[src/rtl/rs485_txn_ctrl_if.sv]
// rtl/rs485_txn_ctrl_if.sv - host request/response and master485n byte-bus signal bundle
interface rs485_txn_ctrl_if;
  logic        p_in_req;
  logic [7:0]  p_in_req_adr;
  logic [7:0]  p_in_req_cmd;
  logic [2:0]  p_in_req_len;
  logic [31:0] p_in_req_data;
  logic        p_out_busy;
  logic        p_out_done;
  logic [2:0]  p_out_err;
  logic [2:0]  p_out_ack_len;
  logic [31:0] p_out_ack_data;
  logic        p_out_txd_rdy;
  logic [7:0]  p_out_txd;
  logic        p_in_txd_rd;
  logic [7:0]  p_in_rxd;
  logic        p_in_rxd_wr;
  logic [2:0]  p_in_status;

  // master: requester plus PHY engine side; slave: the transaction sequencer
  modport master (
    output p_in_req, p_in_req_adr, p_in_req_cmd, p_in_req_len, p_in_req_data,
    output p_in_txd_rd, p_in_rxd, p_in_rxd_wr, p_in_status,
    input  p_out_busy, p_out_done, p_out_err, p_out_ack_len, p_out_ack_data,
    input  p_out_txd_rdy, p_out_txd
  );
  modport slave (
    input  p_in_req, p_in_req_adr, p_in_req_cmd, p_in_req_len, p_in_req_data,
    input  p_in_txd_rd, p_in_rxd, p_in_rxd_wr, p_in_status,
    output p_out_busy, p_out_done, p_out_err, p_out_ack_len, p_out_ack_data,
    output p_out_txd_rdy, p_out_txd
  );
endinterface

[src/rtl/rs485_txn_ctrl.sv]
// rtl/rs485_txn_ctrl.sv - RS-485 transaction sequencer: frame TX, response check, timeout
// Retry counter and S_GAP exist only when RS485_CTRL_RETRY_EN is defined.
module rs485_txn_ctrl #(
  parameter int G_TIMEOUT = 1000000,
  parameter int G_RETRY   = 2,
  parameter int G_GAP     = 256
) (
  input logic             p_in_clk,
  input logic             p_in_rst,
  rs485_txn_ctrl_if.slave bus
);
  typedef enum logic [2:0] {S_IDLE, S_TX, S_RX_WAIT, S_CHECK, S_GAP, S_DONE} state_t;

  if (G_TIMEOUT < 2 || G_TIMEOUT > 16777215 || G_RETRY < 0 || G_RETRY > 7 ||
      G_GAP < 1 || G_GAP > 65535) begin : g_cfg_check
    $error("rs485_txn_ctrl: parameter out of range");
  end

  state_t      state_q, state_d;
  logic [7:0]  adr_q, adr_d, cmd_q, cmd_d, txd_q, txd_d;
  logic [2:0]  len_q, len_d, tx_idx_q, tx_idx_d, rx_idx_q, rx_idx_d;
  logic [2:0]  ack_len_q, ack_len_d, err_q, err_d, chk_err;
  logic [31:0] data_q, data_d, ack_data_q, ack_data_d;
  logic [23:0] tmo_cnt_q, tmo_cnt_d;
  logic        mism_q, mism_d, ovf_q, ovf_d, tmo_q, tmo_d, rx_err_q, rx_err_d;
  logic        stat_prev_q, stat_edge, last_rd, tmo_hit;
`ifdef RS485_CTRL_RETRY_EN
  logic [2:0]  retry_q, retry_d;
  logic [15:0] gap_q, gap_d;
`endif

  function automatic logic [7:0] tx_byte(input logic [2:0] idx, input logic [7:0] adr,
                                         input logic [7:0] cmd, input logic [31:0] data);
    case (idx)
      3'd0:    tx_byte = adr;
      3'd1:    tx_byte = cmd;
      3'd2:    tx_byte = data[31:24];
      3'd3:    tx_byte = data[23:16];
      3'd4:    tx_byte = data[15:8];
      default: tx_byte = data[7:0];
    endcase
  endfunction

  assign stat_edge = (bus.p_in_status != 3'd0) && !stat_prev_q;
  assign last_rd   = bus.p_in_txd_rd && (tx_idx_q == len_q + 3'd1);
  assign tmo_hit   = (tmo_cnt_q == 24'(G_TIMEOUT - 1));

  always_comb begin
    if (tmo_q)                         chk_err = 3'd1;
    else if (rx_err_q)                 chk_err = 3'd2;
    else if (mism_q)                   chk_err = 3'd3;
    else if (ovf_q || rx_idx_q < 3'd2) chk_err = 3'd4;
    else                               chk_err = 3'd0;
  end

  always_ff @(posedge p_in_clk or posedge p_in_rst) begin
    if (p_in_rst) state_q <= S_IDLE;
    else          state_q <= state_d;
  end

  always_comb begin
    state_d = state_q;
    case (state_q)
      S_IDLE:    if (bus.p_in_req) state_d = S_TX;
      S_TX:      if (last_rd) state_d = S_RX_WAIT;
      S_RX_WAIT: if (stat_edge || tmo_hit) state_d = S_CHECK;
      S_CHECK: begin
        state_d = S_DONE;
`ifdef RS485_CTRL_RETRY_EN
        if (chk_err != 3'd0 && retry_q != 3'd0) state_d = S_GAP;
`endif
      end
`ifdef RS485_CTRL_RETRY_EN
      S_GAP:     if (gap_q == 16'(G_GAP - 1)) state_d = S_TX;
`endif
      S_DONE:    state_d = S_IDLE;
      default:   state_d = S_IDLE;
    endcase
  end

  always_comb begin
    bus.p_out_busy    = (state_q != S_IDLE);
    bus.p_out_done    = (state_q == S_DONE);
    bus.p_out_txd_rdy = (state_q == S_TX);
  end

  assign bus.p_out_txd      = txd_q;
  assign bus.p_out_err      = err_q;
  assign bus.p_out_ack_len  = ack_len_q;
  assign bus.p_out_ack_data = ack_data_q;

  always_comb begin
    adr_d = adr_q;  cmd_d = cmd_q;  len_d = len_q;  data_d = data_q;
    tx_idx_d = tx_idx_q;  txd_d = txd_q;  rx_idx_d = rx_idx_q;
    ack_len_d = ack_len_q;  ack_data_d = ack_data_q;  tmo_cnt_d = tmo_cnt_q;
    mism_d = mism_q;  ovf_d = ovf_q;  tmo_d = tmo_q;  rx_err_d = rx_err_q;  err_d = err_q;
`ifdef RS485_CTRL_RETRY_EN
    retry_d = retry_q;  gap_d = gap_q;
`endif
    case (state_q)
      S_IDLE: if (bus.p_in_req) begin
        adr_d  = bus.p_in_req_adr;
        cmd_d  = bus.p_in_req_cmd;
        len_d  = (bus.p_in_req_len > 3'd4) ? 3'd4 : bus.p_in_req_len;
        data_d = bus.p_in_req_data;
        tx_idx_d = 3'd0;  txd_d = bus.p_in_req_adr;
        rx_idx_d = 3'd0;  ack_len_d = 3'd0;  ack_data_d = 32'd0;
        mism_d = 1'b0;  ovf_d = 1'b0;  tmo_d = 1'b0;  rx_err_d = 1'b0;  err_d = 3'd0;
`ifdef RS485_CTRL_RETRY_EN
        retry_d = 3'(G_RETRY);
`endif
      end
      S_TX: if (bus.p_in_txd_rd) begin
        tx_idx_d  = tx_idx_q + 3'd1;
        txd_d     = tx_byte(tx_idx_q + 3'd1, adr_q, cmd_q, data_q);
        tmo_cnt_d = 24'd0;
      end
      S_RX_WAIT: begin
        tmo_cnt_d = tmo_cnt_q + 24'd1;
        // Byte capture precedes the edge check so S_CHECK sees this byte too
        if (bus.p_in_rxd_wr) begin
          if (rx_idx_q != 3'd6) rx_idx_d = rx_idx_q + 3'd1;
          if (rx_idx_q >= 3'd2 && rx_idx_q <= 3'd5) ack_len_d = ack_len_q + 3'd1;
          case (rx_idx_q)
            3'd0:    if (bus.p_in_rxd != adr_q) mism_d = 1'b1;
            3'd1:    if (bus.p_in_rxd != cmd_q) mism_d = 1'b1;
            3'd2:    ack_data_d[31:24] = bus.p_in_rxd;
            3'd3:    ack_data_d[23:16] = bus.p_in_rxd;
            3'd4:    ack_data_d[15:8]  = bus.p_in_rxd;
            3'd5:    ack_data_d[7:0]   = bus.p_in_rxd;
            default: ovf_d = 1'b1;
          endcase
        end
        if (stat_edge)    rx_err_d = (bus.p_in_status == 3'd2);
        else if (tmo_hit) tmo_d = 1'b1;
      end
      S_CHECK: begin
        err_d = chk_err;
`ifdef RS485_CTRL_RETRY_EN
        if (chk_err != 3'd0 && retry_q != 3'd0) begin
          retry_d  = retry_q - 3'd1;
          rx_idx_d = 3'd0;  ack_len_d = 3'd0;  ack_data_d = 32'd0;
          mism_d = 1'b0;  ovf_d = 1'b0;  tmo_d = 1'b0;  rx_err_d = 1'b0;
          gap_d  = 16'd0;
        end
`endif
      end
`ifdef RS485_CTRL_RETRY_EN
      S_GAP: begin
        gap_d = gap_q + 16'd1;
        if (gap_q == 16'(G_GAP - 1)) begin
          tx_idx_d = 3'd0;
          txd_d    = adr_q;
        end
      end
`endif
      default: ;
    endcase
  end

  always_ff @(posedge p_in_clk or posedge p_in_rst) begin
    if (p_in_rst) begin
      adr_q <= 8'd0;  cmd_q <= 8'd0;  len_q <= 3'd0;  data_q <= 32'd0;
      tx_idx_q <= 3'd0;  txd_q <= 8'd0;  rx_idx_q <= 3'd0;
      ack_len_q <= 3'd0;  ack_data_q <= 32'd0;  tmo_cnt_q <= 24'd0;
      mism_q <= 1'b0;  ovf_q <= 1'b0;  tmo_q <= 1'b0;  rx_err_q <= 1'b0;
      err_q <= 3'd0;  stat_prev_q <= 1'b0;
`ifdef RS485_CTRL_RETRY_EN
      retry_q <= 3'd0;  gap_q <= 16'd0;
`endif
    end else begin
      adr_q <= adr_d;  cmd_q <= cmd_d;  len_q <= len_d;  data_q <= data_d;
      tx_idx_q <= tx_idx_d;  txd_q <= txd_d;  rx_idx_q <= rx_idx_d;
      ack_len_q <= ack_len_d;  ack_data_q <= ack_data_d;  tmo_cnt_q <= tmo_cnt_d;
      mism_q <= mism_d;  ovf_q <= ovf_d;  tmo_q <= tmo_d;  rx_err_q <= rx_err_d;
      err_q <= err_d;  stat_prev_q <= (bus.p_in_status != 3'd0);
`ifdef RS485_CTRL_RETRY_EN
      retry_q <= retry_d;  gap_q <= gap_d;
`endif
    end
  end
endmodule

[src/flat_wrapper.sv]
// flat-port wrapper written by rule: the top's interface ports become plain ports
module rs485_txn_ctrl_flat 
#(
  parameter int G_TIMEOUT = 1000000,
  parameter int G_RETRY   = 2,
  parameter int G_GAP     = 256
)
  (p_in_clk, p_in_rst, bus_p_in_req, bus_p_in_req_adr, bus_p_in_req_cmd, bus_p_in_req_len, bus_p_in_req_data, bus_p_in_txd_rd, bus_p_in_rxd, bus_p_in_rxd_wr, bus_p_in_status, bus_p_out_busy, bus_p_out_done, bus_p_out_err, bus_p_out_ack_len, bus_p_out_ack_data, bus_p_out_txd_rdy, bus_p_out_txd);
  rs485_txn_ctrl_if bus_i ();
  input logic p_in_clk;
  input logic p_in_rst;
  input wire logic [$bits(bus_i.p_in_req)-1:0] bus_p_in_req;
  input wire logic [$bits(bus_i.p_in_req_adr)-1:0] bus_p_in_req_adr;
  input wire logic [$bits(bus_i.p_in_req_cmd)-1:0] bus_p_in_req_cmd;
  input wire logic [$bits(bus_i.p_in_req_len)-1:0] bus_p_in_req_len;
  input wire logic [$bits(bus_i.p_in_req_data)-1:0] bus_p_in_req_data;
  input wire logic [$bits(bus_i.p_in_txd_rd)-1:0] bus_p_in_txd_rd;
  input wire logic [$bits(bus_i.p_in_rxd)-1:0] bus_p_in_rxd;
  input wire logic [$bits(bus_i.p_in_rxd_wr)-1:0] bus_p_in_rxd_wr;
  input wire logic [$bits(bus_i.p_in_status)-1:0] bus_p_in_status;
  output wire logic [$bits(bus_i.p_out_busy)-1:0] bus_p_out_busy;
  output wire logic [$bits(bus_i.p_out_done)-1:0] bus_p_out_done;
  output wire logic [$bits(bus_i.p_out_err)-1:0] bus_p_out_err;
  output wire logic [$bits(bus_i.p_out_ack_len)-1:0] bus_p_out_ack_len;
  output wire logic [$bits(bus_i.p_out_ack_data)-1:0] bus_p_out_ack_data;
  output wire logic [$bits(bus_i.p_out_txd_rdy)-1:0] bus_p_out_txd_rdy;
  output wire logic [$bits(bus_i.p_out_txd)-1:0] bus_p_out_txd;
  assign bus_i.p_in_req = bus_p_in_req;
  assign bus_i.p_in_req_adr = bus_p_in_req_adr;
  assign bus_i.p_in_req_cmd = bus_p_in_req_cmd;
  assign bus_i.p_in_req_len = bus_p_in_req_len;
  assign bus_i.p_in_req_data = bus_p_in_req_data;
  assign bus_i.p_in_txd_rd = bus_p_in_txd_rd;
  assign bus_i.p_in_rxd = bus_p_in_rxd;
  assign bus_i.p_in_rxd_wr = bus_p_in_rxd_wr;
  assign bus_i.p_in_status = bus_p_in_status;
  assign bus_p_out_busy = bus_i.p_out_busy;
  assign bus_p_out_done = bus_i.p_out_done;
  assign bus_p_out_err = bus_i.p_out_err;
  assign bus_p_out_ack_len = bus_i.p_out_ack_len;
  assign bus_p_out_ack_data = bus_i.p_out_ack_data;
  assign bus_p_out_txd_rdy = bus_i.p_out_txd_rdy;
  assign bus_p_out_txd = bus_i.p_out_txd;
  rs485_txn_ctrl #(.G_TIMEOUT(G_TIMEOUT), .G_RETRY(G_RETRY), .G_GAP(G_GAP)) u_core (.p_in_clk(p_in_clk), .p_in_rst(p_in_rst), .bus(bus_i));
endmodule
[config.mk]
export PLATFORM = sky130hd
export DESIGN_NAME = rs485_txn_ctrl_flat
export DESIGN_NICKNAME = d
export VERILOG_FILES = /design/src/rtl/rs485_txn_ctrl_if.sv /design/src/rtl/rs485_txn_ctrl.sv /design/src/flat_wrapper.sv
export SDC_FILE = /design/constraint.sdc
export NUM_CORES = 1
export LEC_CHECK = 0
export ABC_AREA = 1
export BUFFER_PORTS_ARGS = -buffer_cell sky130_fd_sc_hd__buf_2
export CORE_MARGIN = 5
export CORE_UTILIZATION = 55
export DETAILED_ROUTE_END_ITERATION = 10
export MAX_ROUTING_LAYER = met4
export PLACE_DENSITY = 0.78
export SYNTH_ARGS = -nofsm -noshare
export SYNTH_HDL_FRONTEND = slang
export SYNTH_SLANG_ARGS = --single-unit
[constraint.sdc]
create_clock -name p_in_clk -period 6.8 [get_ports p_in_clk]
set_input_delay 0.68 -clock p_in_clk [delete_from_list [all_inputs] [get_ports p_in_clk]]
set_output_delay 0.68 -clock p_in_clk [all_outputs]
set_load 0.005 [all_outputs]
* After elaboration in Yosys (flattened, before gate mapping)
Cells that the tools add are included.
** Storage, ports and cells
- Register bits after elaboration :: 135
- Bits in latches :: 0
- Memory bits (writable) :: 0
- ROM bits :: 0
- Input bits :: 67
- Logic and storage cells :: 143
- Memories :: 0
** Cells by class
- Add/sub/neg operators :: 5
- Multiply operators :: 0
- Divide/modulo/power cells :: 0
- Order comparisons :: 4
- Equality and inequality tests :: 37
- Shift operators :: 0
- Multiplexer cells :: 46
- Bitwise gates (word level) :: 0
- Reductions and logical operators :: 31
** Operators with widths (number)
- $mux W32 :: 2
- $pmux W32 S2 :: 1
- $mux W8 :: 6
- $pmux W24 S2 :: 1
- $mux W3 :: 14
- $pmux W8 S5 :: 1
- $reduce_and A4 Y1 :: 8
- $add A24 B1 Y24 const B :: 1
- $eq A24 B20 Y1 const B :: 1
- $mux W24 :: 1
- $pmux W3 S2 :: 4
- $eq A3 B2 Y1 const B :: 7
- $ne A2 B2 Y1 const B :: 9
- $ne A8 B8 Y1 :: 2
- $pmux W8 S2 :: 1
- $add A3 B1 Y3 const B :: 4
- $eq A3 B3 Y1 const B :: 4
- $ne A2 B1 Y1 const B :: 6
- $pmux W3 S4 :: 1
- $pmux W1 S2 :: 5
- $eq A3 B1 Y1 const B :: 3
- $logic_not A3 Y1 :: 3
- $mux W1 :: 9
- $reduce_and A3 Y1 :: 3
- 15 further kinds :: 26

* Longest topological paths before layout
- Word-level depth :: 7
- Mapped depth :: 12

* Worst setup path after synthesis
No wires, ideal clock.
- Path kind :: register to register
- Start :: register u_core.tx_idx_q[0]
- End :: register u_core.txd_q[2], in the netlist u_core.bus.p_out_txd[2]
- Setup time :: 124 ps
- Arrival :: 1536 ps
- Setup slack :: 5140 ps
- Stages on the path, launching flop included :: 11
- Path buffers :: 1
- Clock period less this slack :: 1660 ps
- Cells stage by stage :: dfrtp_1 ha_1 inv_1 nand2_1 nand3_1 clkbuf_1 nand4_1 nand2_1 inv_1 nand2_1 a21oi_1
** On the way
- Word-level cells in the longest chain between the ends :: 5
- Elaborated cells on any way between the ends :: 9
- Classes of those cells :: add/sub: 1; eq/ne: 4; mux: 3; reduce/logical: 1
** RTL lines
- from (decl) :: RTL line rs485_txn_ctrl.sv:21 : logic [2:0] len_q, len_d, tx_idx_q, tx_idx_d, rx_idx_q, rx_idx_d;
- from (signal assigned) :: RTL line rs485_txn_ctrl.sv:173 : tx_idx_q <= tx_idx_d; txd_q <= txd_d; rx_idx_q <= rx_idx_d;
- $add A3 B1 Y3 (*) :: RTL line rs485_txn_ctrl.sv:115 : txd_d = tx_byte(tx_idx_q + 3'd1, adr_q, cmd_q, data_q);
- $eq A3 B3 Y1, or another cell as far along :: RTL line rs485_txn_ctrl.sv:34 : case (idx)
- $pmux W8 S5 (*) :: RTL line rs485_txn_ctrl.sv:34
- $mux W8 (*) :: RTL line rs485_txn_ctrl.sv:113 : S_TX: if (bus.p_in_txd_rd) begin
- $pmux W8 S2 (*) :: RTL line rs485_txn_ctrl.sv:100 : case (state_q)
- to (signal assigned) :: RTL line rs485_txn_ctrl.sv:173
- to (decl) :: RTL line rs485_txn_ctrl.sv:20 : logic [7:0] adr_q, adr_d, cmd_q, cmd_d, txd_q, txd_d;
Mark *: on every way between the ends. The rest lies on a longest branch, timed or not. The select of a mux whose other input is x is not followed.
A chain may end at the register's enable or synchronous reset.

* Final worst setup path
- Start :: register u_core.state_q[2]
- End :: register u_core.rx_err_q
** On the way
- Word-level cells in the longest chain between the ends :: 3
- Elaborated cells on any way between the ends :: 7
- Classes of those cells :: eq/ne: 3; mux: 1; reduce/logical: 3
** RTL lines
- from (decl) :: RTL line rs485_txn_ctrl.sv:19 : state_t state_q, state_d;
- from (signal assigned) :: RTL line rs485_txn_ctrl.sv:58 : else state_q <= state_d;
- $eq A3 B2 Y1 / $logic_not A3 Y1 (equally long branches) :: RTL line rs485_txn_ctrl.sv:100
- $ne A2 B1 Y1 (no line), or another cell as far along
- $reduce_and A3 Y1 (no line)
- to (signal assigned) :: RTL line rs485_txn_ctrl.sv:175 : mism_q <= mism_d; ovf_q <= ovf_d; tmo_q <= tmo_d; rx_err_q <= rx_err_d;
- to (decl) :: RTL line rs485_txn_ctrl.sv:25 : logic mism_q, mism_d, ovf_q, ovf_d, tmo_q, tmo_d, rx_err_q, rx_err_d;
Several ways; a longest one is shown, not always the timed one.

==> impl_metrics.json <==
{
  "status": "finished, final reports clean",
  "antenna_found_initial": 0,
  "synth_seq_cells": 135,
  "die_area_mm2": 0.0149,
  "synth.distinct_cells": 35,
  "synth-main-ff-cell": "dfrtp_1",
  "track_usage": 0.252,
  "routed_via_density": 5.29,
  "power_uw": 3250,
  "io_buffers": 115,
  "die_w_um": 122,
  "cap_viol_max_count": 0,
  "crit_top_cell": "o21ai_0",
  "max-clock-path-buffers": 2,
  "first_global_vias": 5761,
  "p_per_area_mw_per_mm2": 398,
  "drc": 0,
  "drt_first_pass_iters": 5,
  "finClkSkew_ps": 7.26,
  "layout_min_cycle_time_ps": 2630,
  "nFillCells": 1031,
  "synth_cells": 884,
  "rows": 40,
  "cp_num_buf_inv": 2,
  "grt_overflow": 0,
  "antenna_left": 0,
  "peakVddDrop_mv": 0.243,
  "clkSinkCount": 135,
  "p_leak_uw": 0.00432,
  "r2r_slack_ps": 4170,
  "place_area_mm2": 0.00752,
  "cp.required_ps": 7100,
  "report.final.slew_viol_count": 0,
  "ys_warn_count": 0,
  "drive_above_1_share": 0.163,
  "grt_pass1_wl_um": 28300,
  "cp_top_family": "buffers and inverters",
  "cts_hold_buffers": 0,
  "cp_data_arrival_time_ps": 2930,
  "final_hold_viol_count": 0,
  "finalSetupViolations": 0,
  "hpwl_um": 11900,
  "start_util": 0.566,
  "cts_tree": "built",
  "cp_slowest_cell": "buf_4",
  "slew_headroom": 0.356,
  "avgRoutedWirePerCell_um": 14.9,
  "synth_edf_count": 0,
  "synth_area_mm2": 0.00688,
  "path_clk_slew_ps": 60,
  "nets": 1070,
  "path_cells": "nor3_1, nand2_2, buf_4, inv_2, o21ai_0, o21ai_0",
  "period_share": 0.387,
  "insertion_delay_ps": 430,
  "worstRegToRegCells": 6,
  "slowest_delay_ps": 630,
  "worstSetupEndpointType": "flop",
  "critPathLaunchType": "flop",
  "cts_setup_buffers": 0,
  "syn_to_final_growth_pct": 18.7,
  "syn_area_per_cell_um2": 7.79,
  "async_reset_ff_frac": 1.00,
  "ios": 116,
  "core_mm2": 0.0122,
  "grt_max_degree": 84,
  "drt_iter0_drc": 636,
  "max_slew.worst_pin.slew_ps": 965,
  "setup_tns_ps": 0,
  "regArea_mm2": 0.00338,
  "hold_path_class": "in2async",
  "rsz0062_at_grt": "no",
  "drt_wl_total_um": 17300,
  "multiInputGateArea_mm2": 0.00293,
  "cts-root-buf": "clkbuf_16",
  "yosysSeqAreaShare": 0.491,
  "cts_made_buffers": 17,
  "cts.repair.resized": 0,
  "criticalPathCategory": "reg2reg",
  "final_area_mm2": 0.00817,
  "fin_cells": 1167,
  "htree_levels": 4,
  "placed_cells": 1136,
  "synth_nets": 967,
  "cp_max_fo": 83,
  "max_clock_freq_mhz": 380,
  "whs_ps": 390,
  "chipHeight_um": 122,
  "diodes": 0,
  "worst-path-stages": 6,
  "routed-via-count": 6177,
  "routabilityCongestion": 0.946
}
## routing by layer
layer  vias to the layer above  track usage  share of wire
met2                       246        0.364           0.46
met1                      2840        0.344           0.44
met3                        32       0.0562          0.076
met4                         0        0.109          0.025
li1                       3059            -              -
met5                         -            -              0
## where the power goes
group | internal, µW | switching (µW)
registers | 1030 | 170
clock network | 670 | 341
logic | 354 | 684
total | 2050 | 1190
## worst reg2reg max path, cell delays in order (launching register included)
cell     delay [ps]
dfrtp_1         520
nor3_1          140
nand2_2          70
buf_4           630
inv_2           630
o21ai_0         410
o21ai_0         110
## sequential cells by signal, summed over array words and instances, names as in the netlist, 3 cells and up
signal,count
u_core.cmd_q,8
u_core.bus.p_out_ack_len,3
u_core.rx_idx_q,3
u_core.bus.p_out_ack_data,32
u_core.tx_idx_q,3
u_core.tmo_cnt_q,24
u_core.len_q,3
u_core.adr_q,8
u_core.data_q,32
u_core.bus.p_out_txd,8
u_core.state_q,3
u_core.bus.p_out_err,3
## cells in the final DEF, fill, tap and decap left out, types with 2 or more instances in the layout
cell / count
nand2_1: 239
o22ai_1: 10
nand4_1: 18
or2_2: 3
clkinv_2: 2
ha_1: 16
clkbuf_16: 17
nor3_1: 8
nand2_4: 2
o21ai_0: 91
nor2_1: 73
a22o_1: 2
dfrtp_1: 135
a21oi_1: 15
buf_2: 115
inv_2: 2
nor2_4: 2
inv_1: 104
nand3_1: 100
o21ai_1: 10
clkbuf_8: 6
buf_4: 2
bufinv_16: 4
xor2_1: 5
xnor2_1: 2
## kinds of logic after synthesis
group / Yosys count / share of synthesized area
AND/OR/NAND/NOR: 455 / 0.289
buffers and inverters: 141 / 0.0836
flip-flops: 135 / 0.491
AO/OA/AOI/OAI: 130 / 0.0983
adder cells (fa/ha/maj): 16 / 0.0291
XOR/XNOR: 7 / 0.00891
## final timing paths
path | from | end
worst min register to register | u_core.data_q[10] | u_core.data_q[10]
worst min-delay path | p_in_rst | u_core.tmo_cnt_q[4]
min in group p_in_clk | bus_p_in_req_data[14] | u_core.data_q[14]
worst max register to register | u_core.state_q[2] | u_core.rx_err_q
worst max-delay path | u_core.state_q[2] | u_core.rx_err_q
max in group asynchronous | p_in_rst | u_core.data_q[23]
## final cells by class
class | count | share of cell area
Clock buffer | 24 | 0.0626
Timing Repair Buffer | 117 | 0.0723
Multi-Input combinational cell | 608 | 0.359
Inverter | 108 | 0.0499
Clock inverter | 7 | 0.0170
Sequential cell | 135 | 0.413
Tap cell | 168 | 0.0257
## cell usage after synthesis (15+ instances only)
cell	count	area (µm²)
a21oi_1	15	75.1
buf_2	19	95.1
dfrtp_1	135	3380
ha_1	16	200
inv_1	106	398
nand2_1	240	901
nand3_1	100	500
nand4_1	18	113
nor2_1	73	274
o21ai_0	91	455
## per-stage QoR
stage,util,worst slack [ps]
global route,0.672,3930
CTS,0.672,4170
finish,0.672,4170
detailed placement,0.618,4070
global placement,0.618,4100
floorplan,-,2510
Power figures use the tool's default switching activity.
